**src/rtl/gates_arb_pkg.sv**
```systemverilog
// Shared types and constants for the gates arbiter: opcode and FSM state encodings.
package gates_arb_pkg;

   typedef enum logic [2:0] {
      OP_AND  = 3'd0,
      OP_OR   = 3'd1,
      OP_XOR  = 3'd2,
      OP_NAND = 3'd3,
      OP_NOR  = 3'd4
   } op_t;

   typedef enum logic [1:0] {
      IDLE = 2'd0,
      EXEC = 2'd1,
      RESP = 2'd2
   } state_t;

   // Highest legal opcode; anything above is flagged as an error.
   localparam logic [2:0] OP_LAST = 3'd4;

endpackage

```
**src/rtl/gates_arbiter_datapath.sv**
```systemverilog
// Single shared bitwise logic unit; produces all five results in parallel.
module gates_arbiter_datapath #(
   parameter int w = 2
) (
   input  logic [w-1:0] a,
   input  logic [w-1:0] b,
   output logic [w-1:0] y_and,
   output logic [w-1:0] y_or,
   output logic [w-1:0] y_xor,
   output logic [w-1:0] y_nand,
   output logic [w-1:0] y_nor
);

   assign y_and  = a & b;
   assign y_or   = a | b;
   assign y_xor  = a ^ b;
   assign y_nand = ~(a & b);
   assign y_nor  = ~(a | b);

endmodule

```
**src/rtl/gates_arbiter.sv**
```systemverilog
// Round-robin arbiter sharing one gates datapath between N requesters,
// one operation in flight, registered response tagged with the requester ID.
module gates_arbiter
   import gates_arb_pkg::*;
#(
   parameter int W = 2,
   parameter int N = 4
) (
   input  logic                 clk,
   input  logic                 rst_n,
   input  logic [N-1:0]         req_valid,
   output logic [N-1:0]         req_ready,
   input  logic [N*3-1:0]       req_op,
   input  logic [N*W-1:0]       req_a,
   input  logic [N*W-1:0]       req_b,
   output logic                 rsp_valid,
   input  logic                 rsp_ready,
   output logic [W-1:0]         rsp_data,
   output logic [$clog2(N)-1:0] rsp_id,
   output logic                 rsp_err,
   output logic                 busy
);

   localparam int IW = $clog2(N);

   state_t        state;
   state_t        state_next;
   logic [IW-1:0] rr_ptr;
   logic [IW-1:0] grant;
   logic          found;
   logic [2:0]    op_q;
   logic [W-1:0]  a_q;
   logic [W-1:0]  b_q;
   logic [IW-1:0] id_q;
   logic [W-1:0]  result;
   logic [W-1:0]  y_and, y_or, y_xor, y_nand, y_nor;

   logic [2:0]    ops [N];
   logic [W-1:0]  as  [N];
   logic [W-1:0]  bs  [N];

   for (genvar i = 0; i < N; i++) begin : g_slice
      assign ops[i] = req_op[3*i +: 3];
      assign as[i]  = req_a[W*i +: W];
      assign bs[i]  = req_b[W*i +: W];
   end

   // First valid requester at or after rr_ptr, wrapping N-1 -> 0.
   always_comb begin
      int            idx;
      logic [IW-1:0] cand;
      grant = '0;
      found = 1'b0;
      idx   = 0;
      cand  = '0;
      for (int k = 0; k < N; k++) begin
         idx = int'(rr_ptr) + k;
         if (idx >= N) idx = idx - N;
         cand = IW'(idx);
         if (!found && req_valid[cand]) begin
            found = 1'b1;
            grant = cand;
         end
      end
   end

   always_comb begin
      state_next = state;
      req_ready  = '0;
      case (state)
         IDLE: begin
            if (found) begin
               req_ready[grant] = 1'b1;
               state_next       = EXEC;
            end
         end
         EXEC:    state_next = RESP;
         RESP:    if (rsp_ready) state_next = IDLE;
         default: state_next = IDLE;
      endcase
   end

   gates_arbiter_datapath #(.w(W)) u_datapath (
      .a      (a_q),
      .b      (b_q),
      .y_and  (y_and),
      .y_or   (y_or),
      .y_xor  (y_xor),
      .y_nand (y_nand),
      .y_nor  (y_nor)
   );

   always_comb begin
      result = '0;
      case (op_q)
         OP_AND:  result = y_and;
         OP_OR:   result = y_or;
         OP_XOR:  result = y_xor;
         OP_NAND: result = y_nand;
         OP_NOR:  result = y_nor;
         default: result = '0;
      endcase
   end

   // Operands latch on grant; the response registers load once in EXEC and then hold through RESP.
   always_ff @(posedge clk or negedge rst_n) begin
      if (!rst_n) begin
         state    <= IDLE;
         rr_ptr   <= '0;
         op_q     <= '0;
         a_q      <= '0;
         b_q      <= '0;
         id_q     <= '0;
         rsp_data <= '0;
         rsp_id   <= '0;
         rsp_err  <= 1'b0;
      end else begin
         state <= state_next;
         if (state == IDLE && found) begin
            op_q   <= ops[grant];
            a_q    <= as[grant];
            b_q    <= bs[grant];
            id_q   <= grant;
            rr_ptr <= (grant == IW'(N-1)) ? '0 : grant + IW'(1);
         end
         if (state == EXEC) begin
            rsp_data <= result;
            rsp_id   <= id_q;
            rsp_err  <= (op_q > OP_LAST);
         end
      end
   end

   assign rsp_valid = (state == RESP);
   assign busy      = (state != IDLE);

endmodule

```
**config.mk**
```make
export PLATFORM = sky130hd
export DESIGN_NAME = gates_arbiter
export DESIGN_NICKNAME = d
export VERILOG_FILES = /design/src/rtl/gates_arb_pkg.sv /design/src/rtl/gates_arbiter_datapath.sv /design/src/rtl/gates_arbiter.sv
export SDC_FILE = /design/constraint.sdc
export NUM_CORES = 1
export LEC_CHECK = 0
export ABC_AREA = 1
export BUFFER_PORTS_ARGS = -buffer_cell sky130_fd_sc_hd__buf_2
export CAP_MARGIN = 20
export CORE_MARGIN = 10
export CORE_UTILIZATION = 45
export DETAILED_ROUTE_END_ITERATION = 10
export HOLD_SLACK_MARGIN = 0.05
export PLACE_DENSITY = 0.71
export SLEW_MARGIN = 5
export SYNTH_ARGS = -nofsm -noshare
export SYNTH_HDL_FRONTEND = slang
export SYNTH_SLANG_ARGS = --single-unit
```
**constraint.sdc**
```tcl
create_clock -name clk -period 4.3 [get_ports clk]
set_input_delay 0 -clock clk [delete_from_list [all_inputs] [get_ports clk]]
set_output_delay 0 -clock clk [all_outputs]
set_load 0.02 [all_outputs]
```
==> results.cfg, run 1 <==
[status]
outcome = finished clean

[global_route]
antenna_found_initial = 0
overflow = 0
grt_max_degree = 19
track_usage_pct = 11.90
grt_pass1_wl_um = 6361
grt_pass1_vias = 1525

[drt]
routed_wl_um = 3692
drc_errors = 0
first_iter_violations = 79
ant_nets = 0
dr.pass1.iters = 4
wl_per_cell_um = 11.12
routed_via_density = 4.867
num_vias = 1616

[synth]
synth_xor_area_share_pct = 0
ys_ff_latch = 18
synth_compound_area_share_pct = 6.743
synth_mux_area_share_pct = 0.7401
synth_fa_ha_area_share_pct = 4.112
synth-simple-area-share_pct = 42.85
synthArstFlopShare_pct = 100.0
syn_nets = 283
ys.flop_type = dfrtp_1
synth_edf_count = 0
synth_seq_area_share_pct = 29.61
synth_area_um2 = 1521
syn-mean-instance-area_um2 = 6.261
synth_cells = 243
synth.distinct_cells = 27
yosysWarningCount = 0
synth_top_family_by_area = simple AND/OR/NAND/NOR gates

[power]
power.leakage_nw = 1.103
power_w = 0.001517
seqPwrFrac_pct = 21.9
switchingPower_w = 0.0008635
clockPowerShare_pct = 5.4
powerDensity_nw_per_um2 = 840.4
peakVddDrop_mv = 0.4350
comb_power_share_pct = 72.7
p_int_w = 0.0006538
switching_share_pct = 56.91

[sta]
setup_viol = 0
setup_tns_ns = 0
rsz0062_at_grt = no
worst_pin_slew_ns = 0.3890
skew_ns = 0.001593
finalCritPeriodShare_pct = 60.96
hold_viol_final = 0
slew_headroom_pct = 74.01
fmaxAchievable_ghz = 0.3815
finalCriticalPeriod_ns = 2.621
final_max_slew_viol_count = 0

[floorplanning]
die-area_um2 = 6107
core_area_um2 = 3311
io_pins = 46
dieWidth_um = 78.15
num_rows = 21
start_util_pct = 45.96
die_h_um = 78.15

[clocking]
clock-sinks = 18
cts_setup_buffers = 0
htreeDepth = 1
cts_max_path_buffers = 2
cts_hold_buf = 3
cts_resized = 0
clockRootBuffer = clkbuf_4
clkTransAtPathRegs_ns = 0.09
clock_latency_ns = 0.29
cts_tree = done
numCtsBuffers = 3

[critical_path]
criticalPathCategory = reg2out
endpoint_kind = primary output
critical_path.endpoint = req_ready[3]
cp.required_ns = 4.30
reg2regPathDepth = 14
rr_startpoint = rr_ptr[0]
startpoint_type = register
r2r-end = rr_ptr[0]
worst_ep_arrival_time_ns = 2.62
rrSetupSlack_ns = 1.99
crit_start = rr_ptr[0]
crit_path_max_fanout = 18

[place]
hpwl_um = 3009
place_congestion = 0.8901
placed_area_um2 = 1753
io_buffers = 45

[cells_and_area]
nets = 328
syn2layout_area_growth_pct = 18.67
num_antenna_cells = 0
design_area_um2 = 1805
layout-drive-gt1-share_pct = 20.98
fillers = 359

[min_path]
hold_path.class = in2reg

[flow_run]
cap_violations = 0
-- metrics by stage --
step | instances | utilization, % | setup slack (ns) | hold slack (ns)
final | 332 | 54.54 | 1.679 | 0.05108
after global routing | 332 | 54.54 | 1.452 | 0.1035
after CTS | 332 | 54.54 | 1.715 | 0.05217
after detailed placement | 326 | 52.95 | 2.044 | -0.05328
after global placement | 326 | 52.95 | 2.070 | -0.05379
after floorplan | 243 | - | 2.294 | -0.2956
-- flip-flops by register name, indices dropped and copies added (netlist names) --
register / flops
rsp_err: 1
a_q: 2
state: 2
rr_ptr: 2
rsp_id: 2
op_q: 3
rsp_data: 2
b_q: 2
id_q: 2
-- cells in the mapped netlist, types with 3 or more instances --
master | number | area share, %
buf_2 | 5 | 1.6
nand2_2 | 3 | 1.2
nor3_1 | 3 | 0.99
dfrtp_1 | 18 | 30
nand2_1 | 93 | 23
inv_1 | 46 | 11
nand4_1 | 13 | 5.3
o21ai_0 | 4 | 1.3
nor2_1 | 8 | 2.0
inv_2 | 4 | 0.99
ha_1 | 5 | 4.1
nand3_1 | 19 | 6.2
-- worst min path at each step --
| stage | endpoint | slack, ns | cells after the start | from |
|---|---|---|---|---|
| finish | b_q[0] | 0.05 | 5 | req_b[4] |
| global route | b_q[0] | 0.10 | 5 | req_b[4] |
| CTS | b_q[0] | 0.05 | 5 | req_b[6] |
| detailed placement | rsp_id[0] | -0.05 | 1 | rst_n |
| global placement | rsp_id[0] | -0.05 | 1 | rst_n |
| floorplan | a_q[0] | -0.30 | 0 | rst_n |
-- area by class of cell --
cell class                 count  area, um^2  share of cell area (%)
tap                           46       57.56                   3.188
clock buffer                   3       22.52                   1.247
inverter                      51       191.4                   10.60
multi-input combinational    166       828.3                   45.88
timing repair buffer          48       255.2                   14.14
sequential                    18       450.4                   24.95
-- routing by layer --
layer / global-route usage [%] / wire length [um] / vias up
met3: 2.620 / 224 / 6
met1: 13.50 / 1638 / 716
met5: 0 / 0 / -
met4: 4.659 / 59 / 0
li1: - / - / 845
met2: 21.13 / 1770 / 49
-- layout by cell type, fill, tap and decap left out --
master,count
nand3_4,2
inv_1,46
nor2_1,8
nor2_4,1
o211ai_1,2
inv_2,4
dfrtp_1,18
nand2_1,93
nand3_2,1
nand2_2,3
mux2_2,1
a211oi_1,2
o21a_1,1
o21ai_0,4
a21oi_1,2
clkbuf_4,3
clkinv_1,1
o21ai_1,2
dlygate4sd3_1,3
ha_1,5
nand4_1,13
buf_2,45
nor3_1,3
nor4_1,1
o41ai_1,2
nand3_1,19
o31ai_1,1
-- power groups by stage --
stage	Sequential [W]	Clock (W)	Combinational [W]
5_1_grt	0.000347	0.0000885	0.00128
3_5_place_dp	0.000335	0	0.00110
3_3_place_gp	0.000332	0	0.00109
4_1_cts	0.000332	0.0000825	0.00111
6_report	0.000333	0.0000814	0.00110
2_1_floorplan	0.000336	0	0.000915
-- worst max-delay path, cell delays in order (launching register included) --
cell and delay [ns]:
dfrtp_1 0.58, inv_2 0.16, nand2_1 0.10, nand2_1 0.10, nand2_1 0.08, nand2_1 0.05
nand2_1 0.09, nand2_1 0.07, nand2_2 0.21, nand3_4 0.25, inv_2 0.13, ha_1 0.15
inv_1 0.04, nor2_1 0.12, buf_2 0.19
-- cell families (layout without fill, tap and decap cells) --
kind of cell,after synthesis,in the layout
multiplexers,1,1
AND/OR/NAND/NOR,144,144
AO/OA/AOI/OAI,16,16
flip-flops,18,18
buffers and inverters,59,102
adder cells (fa/ha/maj),5,5
(Power assumes the default switching activity.)
==> inputs of run 2 (changes only) <==
--- a/config.mk
+++ b/config.mk
@@ -5,14 +5,14 @@
 export SDC_FILE = /design/constraint.sdc
 export NUM_CORES = 1
 export LEC_CHECK = 0
-export ABC_AREA = 1
+export ABC_AREA = 0
 export BUFFER_PORTS_ARGS = -buffer_cell sky130_fd_sc_hd__buf_2
 export CAP_MARGIN = 20
 export CORE_MARGIN = 10
 export CORE_UTILIZATION = 45
 export DETAILED_ROUTE_END_ITERATION = 10
 export HOLD_SLACK_MARGIN = 0.05
-export PLACE_DENSITY = 0.71
+export PLACE_DENSITY = 0.75
 export SLEW_MARGIN = 5
 export SYNTH_ARGS = -nofsm -noshare
 export SYNTH_HDL_FRONTEND = slang
==> constraint.sdc (replaced) <==
create_clock -name clk -period 2.6 [get_ports clk]
set_input_delay 0 -clock clk [delete_from_list [all_inputs] [get_ports clk]]
set_output_delay 0 -clock clk [all_outputs]
set_load 0.02 [all_outputs]
==> run 2 against run 1 <==
Final area decreased by 4.4%. Routed wire length is 4.7% higher. Synthesized area is 23% lower. Power rose by 18%. Critical path depth down 8. Highest routed layer unchanged.
==> results.cfg, run 2 <==
[status]
outcome = finished clean

[global_route]
grt_max_degree = 19
grt_pass1_vias = 1404
overflow = 0
track_usage_pct = 15.60
antenna_found_initial = 0
grt_pass1_wl_um = 6513

[synth]
synth_common_cells = nand2_1 (20), dfrtp_1 (18), mux2i_1 (13)
yosysWarningCount = 0
synth_top_area_share_pct = 38.50
synth_seq_area_share_pct = 38.50
synth.distinct_cells = 36
synthArstFlopShare_pct = 100.0
ys.flop_type = dfrtp_1
yosys.cell_count.top_type = nand2_1
syn_nets = 159
yosysTopAreaCell = dfrtp_1
synth_cells = 119
ys_top_cells_by_area = dfrtp_1 (39%), mux2i_1 (11%), nand2_1 (6.4%)
ys_ff_latch = 18
synth_edf_count = 0
synth_area_um2 = 1170
syn-mean-instance-area_um2 = 9.831

[critical_path]
reg2regPathDepth = 6
cp.depth = 6
rr_startpoint = rr_ptr[0]
cpMaxStageDelayCell = dlygate4sd3_1
worst_ep_arrival_time_ns = 2.55
endpoint_kind = register
criticalPathCategory = reg2reg
rrSetupSlack_ns = 0.24
startpoint_type = register
slowest_delay_ns = 0.59
r2r-end = b_q[1]
cp.required_ns = 2.78
cpLargestDelayFamily = compound AO/OA/AOI/OAI gates
path_buf_inv = 1
crit_path_max_fanout = 15
crit_chain = nor2b_4, nor2_2, o221ai_4, mux2i_1, dlygate4sd3_1, o221ai_1

[place]
place_congestion = 0.7591
io_buffers = 45
hpwl_um = 2296
place_ws_ns = 0.7753

[floorplanning]
die-area_um2 = 5039
core_area_um2 = 2477
die_h_um = 70.99
dieWidth_um = 70.99
num_rows = 18
io_pins = 46
start_util_pct = 47.22

[drt]
ant_nets = 0
wl_per_cell_um = 17.33
routed_via_density = 5.529
num_vias = 1233
drc_errors = 0
routed_wl_um = 3864
dr.pass1.iters = 4
first_iter_violations = 54

[sta]
setup_tns_ns = 0
final_max_slew_viol_count = 0
fmaxAchievable_ghz = 0.4232
worst_pin_slew_ns = 0.6945
finalCritPeriodShare_pct = 90.88
slew_headroom_pct = 53.70
rsz0062_at_grt = no
setup_ws_ns = 0.2371
setup_viol = 0
finalCriticalPeriod_ns = 2.363
hold_viol_final = 0
skew_ns = 0.001265

[flow_run]
cap_violations = 0

[cells_and_area]
largest_reg_flops = 3
final_cell_mix = buf_2 (45), dlygate4sd3_1 (28), nand2_1 (20), dfrtp_1 (18), mux2i_1 (13)
fillers = 187
multi_input_area_um2 = 663.1
regArea_um2 = 450.4
final_common_cell = buf_2
layout-drive-gt1-share_pct = 32.12
num_antenna_cells = 0
nets = 234
regMostFlops = op_q
syn2layout_area_growth_pct = 47.59

[clocking]
numCtsBuffers = 3
cts_max_path_buffers = 2
clock-sinks = 18
clkTransAtPathRegs_ns = 0.11
cts_hold_buf = 28
clockRootBuffer = clkbuf_4
cts_resized = 0
htreeDepth = 1
cts_setup_buffers = 0
clock_latency_ns = 0.30
cts_tree = done

[power]
power.leakage_nw = 0.9059
peakVddDrop_mv = 0.8976
powerDensity_nw_per_um2 = 1034

[min_path]
hold_path.class = in2async
[run 2: cell types whose count changed after synthesis, moves of 4 or more]
cell and delta:
nor2b_1 +4, nand4_1 -12, nand2_1 -73, nand3_1 -19, buf_2 -5, inv_1 -39
o221ai_1 +6, mux2i_1 +13
[run 2: metal layers]
layer	GRT usage, %	vias up	part of all wire [%]
met4	7.097	0	3.4
met3	5.718	15	8.1
met2	29.48	58	53
li1	-	573	-
met1	14.45	587	36
met5	0	-	0
[run 2: worst register-to-register path: cells and delay by family, from the launching register on]
family          cells  cell delay (ns)
simple gates        2             0.20
buf+inv             1             0.59
flops               1             0.45
compound gates      2             0.67
mux                 1             0.34
[run 2: power by group]
part | total, W | internal, W | switching [W]
Sequential | 0.000543 | 0.000417 | 0.000125
Combinational | 0.00106 | 0.000491 | 0.000571
Clock | 0.000181 | 0.0000855 | 0.0000952
Total | 0.00179 | 0.000994 | 0.000791
[run 2: area by class of cell]
| cell class | count | area share (%) |
|---|---|---|
| multi-input combinational | 89 | 38.41 |
| sequential | 18 | 26.09 |
| clock buffer | 4 | 2.101 |
| inverter | 9 | 1.957 |
| timing repair buffer | 73 | 29.28 |
| tap | 30 | 2.174 |
[run 2: cells by family after synthesis]
family	Yosys count	synth area share, %
AO/OA/AOI/OAI	24	17.86
buffers and inverters	12	4.813
flip-flops	18	38.50
AND/OR/NAND/NOR	44	18.50
multiplexers	16	14.97
adder cells (fa/ha/maj)	5	5.348
[run 2: worst max-delay path by stage]
stage,to,start,slack (ns)
floorplan,rr_ptr[0],rr_ptr[0],1.01
global placement,rr_ptr[0],rr_ptr[0],0.86
detailed placement,rr_ptr[0],rr_ptr[0],0.78
CTS,b_q[0],state[1],0.34
global route,b_q[0],state[0],0.13
finish,b_q[1],rr_ptr[0],0.24
[run 2: per-stage QoR]
step | area (um^2) | total power (W) | std cells | utilization [%] | hold slack (ns)
after floorplan | 1170 | 0.001251 | 119 | - | -0.2956
after global placement | 1410 | 0.001431 | 191 | 56.92 | -0.05139
after detailed placement | 1410 | 0.001470 | 191 | 56.92 | -0.04922
after CTS | 1727 | 0.001751 | 223 | 69.70 | 0.1551
after global routing | 1727 | 0.001936 | 223 | 69.70 | 0.1849
final | 1727 | 0.001785 | 223 | 69.70 | 0.1449
